### src/rtl/ppu_bus_writer.sv
// ppu_bus_writer: buffers PPU table-write commands from a valid/ready stream
// and replays them onto the PPU memory-mapped write port only while the raster
// is inside the vertical-blanking write window [VB_FIRST, VB_LAST].
//
// Optional feature macro: PPU_WRITER_BUDGET_EN
//   When defined, at most BUDGET bus writes are issued per window; once that
//   count is reached the writer parks in SPENT until the window closes.
//
// Ports:
//   clk, reset             system clock, synchronous active-high reset
//   cmd_valid/cmd_ready    command handshake (cmd_ready registered)
//   cmd_table/index/data   command payload -> address[9:8], address[7:0], writedata
//   vcount                 raster line number
//   chipselect/write       PPU bus strobes (registered, always equal)
//   address/writedata      PPU bus address and data (registered)
//   level                  FIFO occupancy
//   window                 registered "vcount is inside the write window"
module ppu_bus_writer #(
    parameter int unsigned DEPTH    = 16,
    parameter int unsigned VB_FIRST = 480,
    parameter int unsigned VB_LAST  = 523,
    parameter int unsigned BUDGET   = 256
) (
    input  logic                   clk,
    input  logic                   reset,
    input  logic                   cmd_valid,
    output logic                   cmd_ready,
    input  logic [1:0]             cmd_table,
    input  logic [7:0]             cmd_index,
    input  logic [31:0]            cmd_data,
    input  logic [9:0]             vcount,
    output logic                   chipselect,
    output logic                   write,
    output logic [15:0]            address,
    output logic [31:0]            writedata,
    output logic [$clog2(DEPTH):0] level,
    output logic                   window
);

    localparam int unsigned AW = $clog2(DEPTH);
    localparam int unsigned LW = AW + 1;
    localparam logic [9:0]  VB_FIRST_V = 10'(VB_FIRST);
    localparam logic [9:0]  VB_LAST_V  = 10'(VB_LAST);

    // Reject parameter sets the pointer arithmetic cannot support.
    if (DEPTH < 2 || (DEPTH & (DEPTH - 1)) != 0 || BUDGET < 1) begin : g_bad_params
        $error("ppu_bus_writer: DEPTH must be a power of two >= 2 and BUDGET >= 1");
    end

    typedef struct packed {
        logic [1:0]  tbl;
        logic [7:0]  index;
        logic [31:0] data;
    } cmd_t;

    typedef enum logic [1:0] {
        ST_WAIT  = 2'd0,
        ST_ISSUE = 2'd1
`ifdef PPU_WRITER_BUDGET_EN
        ,
        ST_SPENT = 2'd2
`endif
    } state_t;

    state_t        state;
    state_t        state_next;
    cmd_t          mem [DEPTH];
    cmd_t          head_c;
    logic [AW-1:0] wr_ptr;
    logic [AW-1:0] rd_ptr;
    logic          push_c;
    logic          pop_c;
    logic [LW-1:0] level_next_c;
    logic          budget_left_c;

    assign push_c       = cmd_valid & cmd_ready;
    assign head_c       = mem[rd_ptr];
    assign level_next_c = level + LW'(push_c) - LW'(pop_c);

`ifdef PPU_WRITER_BUDGET_EN
    localparam int unsigned CW = $clog2(BUDGET) + 1;

    logic [CW-1:0] frame_cnt;
    logic          window_prev;
    logic          window_rise_c;

    // A rising window restarts the frame count, so a stale count from the
    // previous frame must not hold the FSM in WAIT on the entry cycle.
    assign window_rise_c = window & ~window_prev;
    assign budget_left_c = window_rise_c | (frame_cnt < CW'(BUDGET));

    // Writes issued since the window last opened.
    always_ff @(posedge clk) begin
        if (reset) begin
            frame_cnt   <= '0;
            window_prev <= 1'b0;
        end else begin
            window_prev <= window;
            if (window_rise_c) begin
                frame_cnt <= '0;
            end else if (pop_c) begin
                frame_cnt <= frame_cnt + CW'(1);
            end
        end
    end
`else
    assign budget_left_c = 1'b1;
`endif

    // FSM state register.
    always_ff @(posedge clk) begin
        if (reset) begin
            state <= ST_WAIT;
        end else begin
            state <= state_next;
        end
    end

    // Next state and pop decision; a pop only happens from ISSUE.
    always_comb begin
        state_next = state;
        pop_c      = 1'b0;
        case (state)
            ST_WAIT: begin
                if (window && level != '0 && budget_left_c) begin
                    state_next = ST_ISSUE;
                end
            end
            ST_ISSUE: begin
                if (!window || level == '0) begin
                    state_next = ST_WAIT;
`ifdef PPU_WRITER_BUDGET_EN
                end else if (!budget_left_c) begin
                    state_next = ST_SPENT;
`endif
                end else begin
                    pop_c = 1'b1;
                end
            end
`ifdef PPU_WRITER_BUDGET_EN
            ST_SPENT: begin
                if (!window) begin
                    state_next = ST_WAIT;
                end
            end
`endif
            default: state_next = ST_WAIT;
        endcase
    end

    // FIFO pointers, occupancy, window flag and registered bus outputs.
    always_ff @(posedge clk) begin
        if (reset) begin
            wr_ptr     <= '0;
            rd_ptr     <= '0;
            level      <= '0;
            cmd_ready  <= 1'b1;
            window     <= 1'b0;
            chipselect <= 1'b0;
            write      <= 1'b0;
            address    <= '0;
            writedata  <= '0;
        end else begin
            if (push_c) begin
                wr_ptr <= wr_ptr + AW'(1);
            end
            if (pop_c) begin
                rd_ptr <= rd_ptr + AW'(1);
            end
            level      <= level_next_c;
            cmd_ready  <= (level_next_c != LW'(DEPTH));
            window     <= (vcount >= VB_FIRST_V) && (vcount <= VB_LAST_V);
            chipselect <= pop_c;
            write      <= pop_c;
            address    <= pop_c ? {6'b0, head_c.tbl, head_c.index} : 16'h0000;
            writedata  <= pop_c ? head_c.data : 32'h0000_0000;
        end
    end

    // Command storage; contents need no reset since level gates every read.
    always_ff @(posedge clk) begin
        if (push_c) begin
            mem[wr_ptr] <= '{tbl: cmd_table, index: cmd_index, data: cmd_data};
        end
    end

endmodule

### config.mk
export PLATFORM = sky130hd
export DESIGN_NAME = ppu_bus_writer
export DESIGN_NICKNAME = d
export VERILOG_FILES = /design/src/rtl/ppu_bus_writer.sv
export SDC_FILE = /design/constraint.sdc
export NUM_CORES = 1
export LEC_CHECK = 0
export ABC_CLOCK_PERIOD_IN_PS = 5010
export CORE_AREA = 2 2 233 235
export DETAILED_ROUTE_END_ITERATION = 10
export DIE_AREA = 0 0 235 237
export DONT_BUFFER_PORTS = 1
export PLACE_DENSITY = 0.68
export SLEW_MARGIN = 30
export SYNTH_ARGS = -nofsm -noshare
export SYNTH_HDL_FRONTEND = slang
export SYNTH_SLANG_ARGS = --single-unit
### constraint.sdc
create_clock -name clk -period 5.01 [get_ports clk]
set_input_delay 0.501 -clock clk [delete_from_list [all_inputs] [get_ports clk]]
set_output_delay 0.501 -clock clk [all_outputs]
set_load 0.1 [all_outputs]
Word-level counts from Yosys, hierarchy flattened
Memory sizes are Yosys's and may differ from the RTL's. A register that Yosys moved wholly into a read port is not among the register bits.
Index checks and enable logic that the tools add are counted.

storage, ports and cells
  bits in registers = 24
  memory bits (writable) = 672
  output and inout port bits = 57
  memories kept = 1

memory list
  memory  depth  bits a word  rd ports  clocked after Yosys merged registers in  write ports  line  text
  mem     16     42           1         1                                        1            67    cmd_t mem [DEPTH];

cells by class
  $add $sub $neg = 4
  magnitude comparators = 2
  eq/ne operators = 4
  muxes and demuxes = 7
  bitwise logic cells = 2
  reductions and logical operators = 9

operators with widths
  cell                                                                    count
  10-bit by 9-bit >= comparator with 1-bit output, second input constant  1
  10-bit less-or-equal comparator, second input constant                  1
  4-bit by 1-bit adder with 4-bit output, second input constant           2
  5-bit by 1-bit adder with 5-bit output                                  1
  5-bit logical NOT                                                       1
  5-bit inequality test, second input constant                            1
  5-bit nonzero test                                                      1
  5-bit by 1-bit subtractor with 5-bit output                             1
  1-bit two-way mux                                                       4
  2-bit two-way mux                                                       2
  2-bit inequality test, second input constant                            2
  2-bit case mux with 2 select lines                                      1
  2-bit by 1-bit equality test with 1-bit output, second input constant   1
  1-bit logical AND                                                       2
  2-bit logical NOT                                                       1
  2-bit AND reduction                                                     1
  2-bit OR reduction                                                      1
  1-bit AND                                                               1
  1-bit logical NOT                                                       1
  1-bit logical OR                                                        1
  1-bit NOT                                                               1

Longest topological paths before layout
Gate-level depths: netlist (run 1).

  depth in word-level cells = 6
  mapped depth = 12
  depth with buffers taken out = 12

Worst setup path before layout (run 1)
OpenSTA, ideal clock, no wires.

  path type = register to register
  start point = register cmd_ready
  end point = memory mem[3][0] in the netlist's numbering (enable)
  setup time = 493 ps
  arrival time = 4444 ps
  data required time = 4517 ps
  path slack = 73 ps
  cell stages (with the launch flop) = 5
  period minus slack after synthesis = 4937 ps
  cells stage by stage = dfxtp_1 > and2_1 > clkbuf_1 > nand2_1 > nor3_1

between the ends
  longest elaborated chain between the ends = 3

RTL lines
  what                                     line  text
  start, declared                          27    output logic cmd_ready,
  start signal, assigned                   171   cmd_ready <= (level_next_c != LW'(DEPTH));
  1-bit AND                                76    assign push_c = cmd_valid & cmd_ready;
  1-bit two-way mux                        182   if (push_c) begin
  1-bit two-way mux (implied by the code)  183   mem[wr_ptr] <= '{tbl: cmd_table, index: cmd_index, data: cmd_data};
  end, declared                            67

No other way between the ends.

Worst setup path after layout (run 1)
  start point = register level[0]
  end point = register cmd_ready

between the ends
  longest elaborated chain between the ends = 6
  elaborated cells between the ends (all ways) = 7

RTL lines
  what                                                                                            line  text
  start, declared                                                                                 36    output logic [$clog2(DEPTH):0] level,
  start signal, assigned                                                                          170   level <= level_next_c;
  parallel branches: the longest is 4 deep, another holds 5-bit by 1-bit adder with 5-bit output  n/a
  5-bit by 1-bit subtractor with 5-bit output (*)                                                 78    assign level_next_c = level + LW'(push_c) - LW'(pop_c);
  5-bit inequality test (*)                                                                       171

Every way passes the cells marked *.
A chain may end at the register's enable or synchronous reset.

==> run_results.csv, run 1 <==
group,metric,value,unit
outcome,status,"finished clean",
pwr,vdd_drop_max,301,uV
place,placed_area,28600,sq um
synth,ys_types,40,
timing,tightest_slew,1050,ps
routing,drc,0,
setup_path,required,5480,ps
timing,period_minus_slack,3350,ps
timing,slew_violations,0,
timing,fin_tns_setup,0,ps
clocking,clock_path_buffers,3,
synth,synth_top_area_share,72.5,%
global_route,met3_usage,4.24,%
clocking,cts_root_buffer,"clkbuf_16",
setup_path,start_kind,"flip-flop",
die,fp-row-count,85,
pwr,leakagePower,9.69,nW
global_route,grt-busiest-layer,"met2",
clocking,h-tree-depth,3,
timing,finalHoldViolCount,0,
pwr,finalPower,13.4,mW
global_route,grt_pass1_wl,88700,um
global_route,grt_pass1_vias,14100,
finish,syn_to_final_growth,13.4,%
place,dp.cells,2177,
clocking,cts.repair.resized,0,
die,die_y,237,um
clocking,post_cts_buffers,0,
place,port_buffers,0,
timing,setup_slack,1660,ps
pwr,power_density,424,nW/um^2
finish,fin_util,59.2,%
timing,finalCritPeriodShare,66.8,%
synth,synth_edf_count,672,
setup_path,critPathKind,"reg -> reg",
finish,finalNetCount,1667,
synth,synth.area.top_cells,"edfxtp_1, mux2i_1, dfxtp_1",
clocking,cts_buffers,72,
clocking,cts_tree,"yes",
routing,dr.first_iter.drc_count,1084,
die,initial_core_util,52.2,%
setup_path,critPathCaptureType,"flip-flop",
global_route,antenna_found_initial,4,
run,cap_violations,0,
synth,synth_common_cells,"edfxtp_1, mux2i_1, a22oi_1, nand2_1, dfxtp_1",
timing,rsz0062_at_grt,"no",
die,io_pins,112,
synth,post-synth-top-count-cell,"edfxtp_1",
setup_path,arrival,3810,ps
synth,synthArstFlopShare,0,%
timing,finalSetupViolations,0,
setup_path,cp_max_fo,3,
hold_path,hold_path_class,"in -> reg",
place,post-place-ws,1690,ps
synth,ys_ff_latch,731,
timing,relSlewSlack,29.9,%
synth,synth_area_per_cell,18.2,sq um
synth,postSynthCellCount,1530,
die,die-area,55700,sq um
timing,max_freq,299,MHz
routing,finalWirelength,59500,um
setup_path,reg2reg_depth,9,
timing,clock_skew,19.1,ps
global_route,gr-total-overflow,0,
global_route,use_met2,35.7,%
clocking,clk_pin_slew,60,ps
routing,antenna_left,0,
global_route,grt_max_degree,85,
synth,ys.warnings.count,0,
place,dpl.hpwl,29000,um
global_route,grt_usage,21.3,%
routing,via_per_inst,5.90,
finish,drive_gt1_share,12.0,%
place,gp_congestion,0.738,
clocking,cts.sinks,731,
die,die_w,235,um
finish,fin_cells,2354,
die,core_area,53300,sq um
routing,dr_total_vias,13900,
synth,ys.flop_type,"edfxtp_1",
synth,syn-cell-area,27800,sq um
global_route,grtUsageMet1,28.2,%
synth,ys_seq_area_share,76.8,%
timing,hold_slack,47.6,ps
finish,fin_area,31500,sq um
hold_path,hold-path-cell-count,2,
clocking,clk_latency,600,ps
synth,yosys.area.top_type,"edfxtp_1",
routing,wire_per_inst,25.3,um
routing,firstDrtPassIters,5,
-- layer usage --
layer	part of all wire, %	routed length (um)	up-vias
met3	6.0	3560	98
met5	0.052	31	-
li1	-	-	6207
met1	42	24700	7163
met4	2.2	1300	6
met2	50	29900	410
-- where the power goes --
group / leakage (nW) / internal [mW] / switching, mW
clock: 1.20 / 3.32 / 2.23
sequential: 6.55 / 6.91 / 0.128
combinational: 1.94 / 0.237 / 0.551
total: 9.69 / 10.5 / 2.91
-- sequential cells by signal (all words and copies together) (netlist names), 4 cells and up --
register,cells
wr_ptr,4
writedata,32
rd_ptr,4
address,10
mem,672
level,5
-- critical path: stages, from the launching register on --
cell and delay [ps]:
dfxtp_1 990, o41a_1 340, ha_1 210, xnor2_1 90, ha_1 220, fa_1 440
a21oi_1 160, o21bai_1 90, xnor2_1 160, or4b_1 510
-- layout make-up --
cell class | count | area [sq um]
Fill cell | 3822 | 21700
Sequential cell | 731 | 21400
Multi-Input combinational cell | 703 | 5970
Clock buffer | 91 | 1980
Tap cell | 696 | 871
Timing Repair Buffer | 84 | 858
Clock inverter | 40 | 468
Inverter | 7 | 26.3
Antenna cell | 2 | 5.00
-- repair_timing --
item | in CTS | in global routing
hold endpoints to repair | 689 | 0
endpoints found under the setup margin | 0 | 0
hold buffers | 43 | 0
-- path summary, 6_finish.rpt --
check                           startpoint  slack (ps)        end
worst max register to register    level[0]        1660  cmd_ready
worst min register to register   wr_ptr[1]         520  wr_ptr[1]
worst min-delay path             vcount[5]          50     window
worst max-delay path              level[0]        1660  cmd_ready
-- layout by cell type (no fill, tap or decap), drive strengths merged, types with 6 or more instances in the layout --
| cell | instances |
|---|---|
| o22ai | 30 |
| inv | 9 |
| a221oi | 12 |
| a22oi | 144 |
| clkinv | 25 |
| edfxtp | 672 |
| o21ai | 24 |
| nor2 | 26 |
| buf | 41 |
| mux2i | 313 |
| clkbuf | 91 |
| xnor2 | 8 |
| conb | 6 |
| nand2 | 83 |
| dlygate4sd3 | 43 |
| dfxtp | 59 |
| mux4 | 12 |
| ha | 12 |
| bufinv | 10 |
-- logic make-up after synthesis --
family	synth area share [%]
compound gates	5.70
xor+xnor	0.378
fa+ha+maj	0.611
buf+inv	2.36
flops	76.8
mux	12.2
other cells	0.0135
simple gates	1.96
(Power assumes the default switching activity.)
==> inputs of run 2 (changes only) <==
--- a/config.mk
+++ b/config.mk
@@ -5,7 +5,7 @@
 export SDC_FILE = /design/constraint.sdc
 export NUM_CORES = 1
 export LEC_CHECK = 0
-export ABC_CLOCK_PERIOD_IN_PS = 5010
+export ABC_CLOCK_PERIOD_IN_PS = 3200
 export CORE_AREA = 2 2 233 235
 export DETAILED_ROUTE_END_ITERATION = 10
 export DIE_AREA = 0 0 235 237
==> constraint.sdc (replaced) <==
create_clock -name clk -period 3.2 [get_ports clk]
set_input_delay 0.32 -clock clk [delete_from_list [all_inputs] [get_ports clk]]
set_output_delay 0.32 -clock clk [all_outputs]
set_load 0.1 [all_outputs]
==> run 2 against run 1 <==
Cell count grew 1.3%. Critical endpoint unchanged. Core utilization grew 0.50 points. Critical path depth grew 3. Sequential share of layout area shrank 0.57 points. Via count grew 0.22%. Clock-buffer cell count grew 10.
==> run_results.csv, run 2 (same netlist as run 1, synthesis figures left out) <==
group,metric,value,unit
timing,max_freq,337,MHz
finish,finalNetCount,1693,
setup_path,required,3670,ps
hold_path,hold_path_class,"in -> reg",
setup_path,critPathKind,"reg -> reg",
routing,antenna_left,0,
setup_path,critPathCaptureType,"flip-flop",
outcome,status,"finished clean",
pwr,switching_power,4.59,mW
pwr,vdd_drop_max,401,uV
timing,clock_skew,21.3,ps
timing,hold_slack,41.8,ps
run,cap_violations,0,
pwr,seqPwrFrac,52.9,%
timing,period_minus_slack,2960,ps
timing,tightest_slew,1030,ps
clocking,h-tree-depth,3,
die,io_pins,112,
timing,finalSetupViolations,0,
die,fp-row-count,85,
timing,rsz0062_at_grt,"no",
finish,mostFrequentLayoutCells,"edfxtp_1, mux2i_1, a22oi_1",
finish,fin_area,31800,sq um
die,core_area,53300,sq um
finish,regMostFlops,"mem",
setup_path,critPathSlowestCell,"or4b_1",
timing,relSlewSlack,30.9,%
timing,finalCritPeriodShare,92.6,%
place,dpl.hpwl,31000,um
finish,top_regs,"mem: 672 flops, writedata: 32 flops, address: 10 flops",
pwr,clkPwrFrac,40.6,%
global_route,grt_pass1_vias,14200,
finish,syn_to_final_growth,14.3,%
place,gp_congestion,0.752,
finish,fin_util,59.7,%
clocking,cts.sinks,731,
setup_path,cp_max_fo,3,
global_route,grt_pass1_wl,89200,um
setup_path,critPathMaxStageDelay,500,ps
pwr,leakagePower,9.80,nW
global_route,grt_usage,21.5,%
place,port_buffers,0,
setup_path,path_common_cell,"ha_1",
place,post-place-ws,220,ps
clocking,clk_latency,610,ps
setup_path,arrival,3430,ps
routing,finalWirelength,59400,um
global_route,grt_max_degree,72,
timing,setup_slack,236,ps
routing,wire_per_inst,24.9,um
finish,largest_reg_flops,672,
timing,slew_violations,0,
die,die-area,55700,sq um
routing,dr_total_vias,13900,
pwr,power_density,650,nW/um^2
pwr,p_comb_share,6.5,%
die,die_w,235,um
routing,firstDrtPassIters,7,
place,placed_area,29000,sq um
clocking,cts_tree,"yes",
global_route,gr-total-overflow,0,
pwr,finalPower,20.7,mW
clocking,clock_path_buffers,3,
finish,layout_commonest_cell,"edfxtp_1",
pwr,p_sw_share,22.2,%
routing,dr.first_iter.drc_count,1113,
die,initial_core_util,52.2,%
timing,finalHoldViolCount,0,
die,die_y,237,um
routing,drc,0,
finish,drive_gt1_share,13.1,%
clocking,cts_buffers,75,
clocking,clk_pin_slew,60,ps
global_route,antenna_found_initial,4,
setup_path,start_kind,"flip-flop",
routing,via_per_inst,5.83,
setup_path,path_cells,"inv_1 -> ha_1 -> inv_1 -> o41a_1 -> ha_1 -> xnor2_1 -> ha_1 -> fa_1 -> a21oi_1 -> o21bai_1 -> xnor2_1 -> or4b_1",
pwr,p_int,16.1,mW
clocking,cts_root_buffer,"clkbuf_16",
[run 2: cell types whose count changed in the layout (fill, tap and decap cells not counted), sizes merged]
cell | before | now
clkinv | 25 | 28
buf | 41 | 62
clkbuf | 91 | 101
inv | 9 | 11
dlygate4sd3 | 43 | 45
bufinv | 10 | 3
[run 2: metal layers]
| metal | track usage, % | share of wire, % |
|---|---|---|
| met1 | 28.8 | 42 |
| met2 | 36.0 | 50 |
| met3 | 3.57 | 5.5 |
| met4 | 7.15 | 2.4 |
| met5 | 0 | 0.019 |
[run 2: worst max-delay path, delay by kind of cell, from the launching register on]
| family | cells | cell delay (ps) |
|---|---|---|
| xor+xnor | 2 | 270 |
| simple gates | 1 | 500 |
| fa+ha+maj | 4 | 1030 |
| buf+inv | 2 | 120 |
| flops | 1 | 320 |
| compound gates | 3 | 590 |
[run 2: worst paths after layout]
kind                            startpoint   endpoint  slack (ps)  cells past startpoint
worst max register to register    level[2]  cmd_ready         240                     12
worst max-delay path              level[2]  cmd_ready         240                     12
worst min-delay path             cmd_valid  wr_ptr[1]          40                      3
worst min register to register   wr_ptr[1]  wr_ptr[1]         520                      2
[run 2: layout make-up]
class | count | area, sq um
Sequential cell | 731 | 21400
Timing Repair Buffer | 107 | 1150
Inverter | 7 | 26.3
Multi-Input combinational cell | 703 | 5990
Tap cell | 696 | 871
Clock inverter | 38 | 300
Fill cell | 3850 | 21500
Antenna cell | 2 | 5.00
Clock buffer | 101 | 2100
[run 2: what timing repair did]
action | CTS | global route
resized for setup | 0 | 0
hold endpoints to repair | 689 | 0
setup buffers | 0 | 0
hold buffers | 45 | 0
[run 2: power groups by stage]
stage | registers (mW) | clock network (mW) | logic (mW)
finish | 10.9 | 8.39 | 1.35
global route | 11.0 | 8.91 | 1.47
CTS | 10.9 | 8.53 | 1.36
detailed placement | 11.1 | 0 | 1.21
global placement | 11.1 | 0 | 1.19
floorplan | 11.3 | 0 | 0.647
[run 2: metrics by stage]
stage	setup TNS (ps)	std cells
5_1_grt	0	2385
4_1_cts	0	2383
2_1_floorplan	-228740	1535
3_3_place_gp	0	2199
3_5_place_dp	0	2199
6_report	0	2385
